==> src/rtl/prbs_popcount32.sv <==
// Combinational population count of a 32-bit error vector.
module prbs_popcount32 (
    input  logic [31:0] vec,
    output logic [5:0]  count
);

    always_comb begin
        count = '0;
        for (int unsigned i = 0; i < 32; i++) begin
            count = count + {5'd0, vec[i]};
        end
    end

endmodule

==> config.mk <==
export PLATFORM = sky130hd
export DESIGN_NAME = prbs_popcount32
export DESIGN_NICKNAME = d
export VERILOG_FILES = /design/src/rtl/prbs_popcount32.sv
export SDC_FILE = /design/constraint.sdc
export NUM_CORES = 1
export LEC_CHECK = 0
export BUFFER_PORTS_ARGS = -buffer_cell sky130_fd_sc_hd__clkbuf_2
export CAP_MARGIN = 25
export CORE_MARGIN = 10
export CORE_UTILIZATION = 40
export DETAILED_ROUTE_END_ITERATION = 12
export PLACE_DENSITY_LB_ADDON = 0.05
export SETUP_SLACK_MARGIN = 0.1
export SLEW_MARGIN = 30
export SYNTH_ARGS = -nofsm -noshare
export SYNTH_HDL_FRONTEND = slang
export SYNTH_SLANG_ARGS = --single-unit
==> constraint.sdc <==
create_clock -name vclk -period 6.9
set_input_delay 1.035 -clock vclk [all_inputs]
set_output_delay 1.035 -clock vclk [all_outputs]
set_load 0.05 [all_outputs]
# After elaboration in Yosys (flattened, before gate mapping)
# Index checks and enable logic that the tools add are counted.
op_classes:
  add_sub_neg: 31
op_table:
  columns: ["cell", "n"]
  rows:
  - ["$add 6x1->6", 26]
  - ["$add 5x1->6", 1]
  - ["$add 4x1->5", 1]
  - ["$add 3x1->4", 1]
  - ["$add 2x1->3", 1]
  - ["$add 1x1->2", 1]
totals:
  reg_bits: 0
  out_inout_bits: 6
  input_bits: 32
  word_cells: 31

# Logic depth before layout (Yosys ltp)
logic_depth:
  ltp_word: 31
  depth_mapped: 16

# Worst setup path before layout
# No wires, ideal clock.
synth_timing:
  path_kind: "input to output"
  startpoint: "input vec[0]"
  endpoint: "output count[5]"
  required_time_ns: 5.865
  stages: 14
  n_path_buf: 0
  t_arrival_ns: 5.810
  path_slack_ns: 0.055
  cell_sequence: "inv_1 -> fa_1 -> inv_1 -> fa_1 -> fa_1 -> fa_1 -> fa_1 -> inv_1 -> fa_1 -> inv_1 -> ha_1 -> a21o_1 -> a21oi_2 -> o21ai_0"
synth_via:
  elab_chain_cells: 31
synth_lines:
  columns: ["item", "line_no", "text"]
  rows:
  - ["from (decl)", "3", "input logic [31:0] vec,"]
  - ["$add 1x1->2", "10", "count = count + {5'd0, vec[i]};"]
  - ["$add 2x1->3", "10", null]
  - ["$add 3x1->4", "10", null]
  - ["$add 4x1->5", "10", null]
  - ["$add 5x1->6", "10", null]
  - ["$add 6x1->6 (26 in a row)", "10", null]
  - ["to (decl)", "4", "output logic [5:0] count"]
# No other way between the ends.

# Worst setup path after layout
layout_timing:
  startpoint: "input vec[0]"
  endpoint: "output count[4]"
# The elaborated chain is that of the path after synthesis.

==> results.cfg <==
[timing]
worstMarginPinSlew_ns = 0.284
drv_slew = 0
rsz0062_at_grt = no
fin_crit_sh_pct = 94.9
period_needed_ns = 6.54
slew_headroom_pct = 81.2
hold_viol = 0
setup_viol = 0
fmax_mhz = 153
fin_tns_setup_ns = 0

[logic_synthesis]
netlist.area_leader.share_pct = 63.4
yosys.area.top_type = fa_1
synthesis.nets = 136
synth.avg_cell_area_um2 = 10.4
synth.area.top_cells = fa_1 63%, inv_1 15%, ha_1 12%, a21oi_2 2.3%, xnor2_1 2.3%
yosys_warnings = 0
ys_types = 11
netlist_instances = 73
syn_area_um2 = 758
seq_area_frac_synth_pct = 0

[worst_setup_path]
critPathBufInv = 7
path_cells = clkbuf_2 -> inv_1 -> fa_1 -> inv_1 -> fa_1 -> fa_1 -> fa_1 -> fa_1 -> inv_1 -> fa_1 -> inv_1 -> ha_1 -> inv_1 -> fa_1 -> nand2b_1 -> a21oi_2 -> xor2_1 -> buf_4
worstPathRequired_ns = 5.86
start_kind = input pin
critical_path.most_common_cell = fa_1
cp-end-kind = output port
crit_family = adder cells
crit_slowest_cell = fa_1
critical_path_class = in -> out
path_max_fanout = 2
cp.arrival_ns = 5.51
cp_slowest_stage_delay_ns = 0.53

[routing]
vias_per_cell = 4.10
wl_per_cell_um = 10.4
routed_wirelength_um = 1410
vias = 557
dr.pass1.iters = 2
drt_iter0_markers = 7
drc = 0
ant_nets = 0

[grt]
grt_pass1_vias = 663
grt_util_met3_pct = 1.77
grt.busiest_layer = met2
antenna_found_initial = 0
gr-total-overflow = 0
grt_pass1_wl_um = 2690
grt_util_met2_pct = 14.9
grtUsageTotal_pct = 7.61
grt_util_met1_pct = 8.43
grt_start_max_net_pins = 4

[run_status]
status = finished, final reports clean

[finish]
drive_gt1_share_pct = 36.0
nets = 176
clkbuf_count = 0
syn_to_final_growth_pct = 29.5
nFillCells = 189
seqCellArea_um2 = 0
seq_cells = 0
diodes = 0
final_cells = 136

[floorplanning]
die_h_um = 63.5
die_w_um = 63.5
start_util_pct = 43.0
die_area_um2 = 4040
core-area_um2 = 1760
io_pins = 38
rows = 15

[worst_hold_path]
min_delay_worst_endpoint = count[0]
worst_hold_path_type = in -> out
min_path_cells = 3
hp-start = vec[2]

[clock_network]
post_cts_buffers = 0

[placed_design]
place_congestion = 0.676
io_buffers = 38
hpwl_um = 1460
dp.cells = 136

[run]
max_cap_viol_count = 0
## worst max path at each step
stage	slack (ns)	start	to	cells after the start
finish	0.36	vec[0]	count[4]	18
global route	0.11	vec[0]	count[4]	18
CTS	0.22	vec[0]	count[4]	18
detailed placement	0.24	vec[0]	count[4]	18
global placement	0.26	vec[0]	count[4]	18
floorplan	0.13	vec[0]	count[4]	16
## repair_timing
action / in CTS / in global routing
setup endpoints to repair: 0 / 1
hold buffers: 0 / 0
gates resized for setup: 0 / 3
## worst min-delay path, stage by stage
cell	delay (ns)
clkbuf_2	0.08
ha_1	0.12
clkbuf_2	0.27
## cells by family after synthesis
group	share of synthesized area (%)
AO/OA/AOI/OAI	3.96
XOR/XNOR	3.47
adder cells (fa/ha/maj)	74.9
buffers and inverters	14.9
AND/OR/NAND/NOR	2.81
## routing by layer
layer | wire (µm) | vias up
li1 | - | 277
met1 | 504 | 261
met2 | 789 | 19
met3 | 119 | 0
met4 | 0 | 0
met5 | 0 | -
## final cells by class
class / count / area, µm² / share of cell area, %
Multi-Input combinational cell: 43 / 646 / 65.7
Timing Repair Buffer: 38 / 193 / 19.6
Inverter: 30 / 113 / 11.5
Tap cell: 25 / 31.3 / 3.18
## Yosys cell counts
cell type  count
a21o_1         1
inv_1         30
fa_1          24
xor2_1         1
nand2b_1       1
a21oi_2        2
o21ai_0        1
nor2_1         2
nand2_1        2
xnor2_1        2
ha_1           7
## layout by cell type (no fill, tap or decap)
master    count
clkbuf_2     37
inv_1        30
fa_1         24
ha_1          7
a21oi_2       2
xnor2_1       2
nor2_1        2
nand2_1       2
a21o_1        1
nand2b_1      1
xor2_1        1
o21ai_1       1
buf_4         1
## stage by stage
stage                     cell area, µm²  hold slack (ns)  utilization, %  setup WS [ns]
after global routing                 982             2.56            55.7          0.110
after CTS                            980             2.54            55.5          0.218
after detailed placement             980             2.54            55.5          0.236
after floorplan                      758             2.45               -          0.130
after global placement               980             2.53            55.5          0.263
final                                982             2.54            55.7          0.355
Power is left out: the tool's default activity adds up to more than one toggle a clock period on the data nets, which glitch-free logic cannot reach.
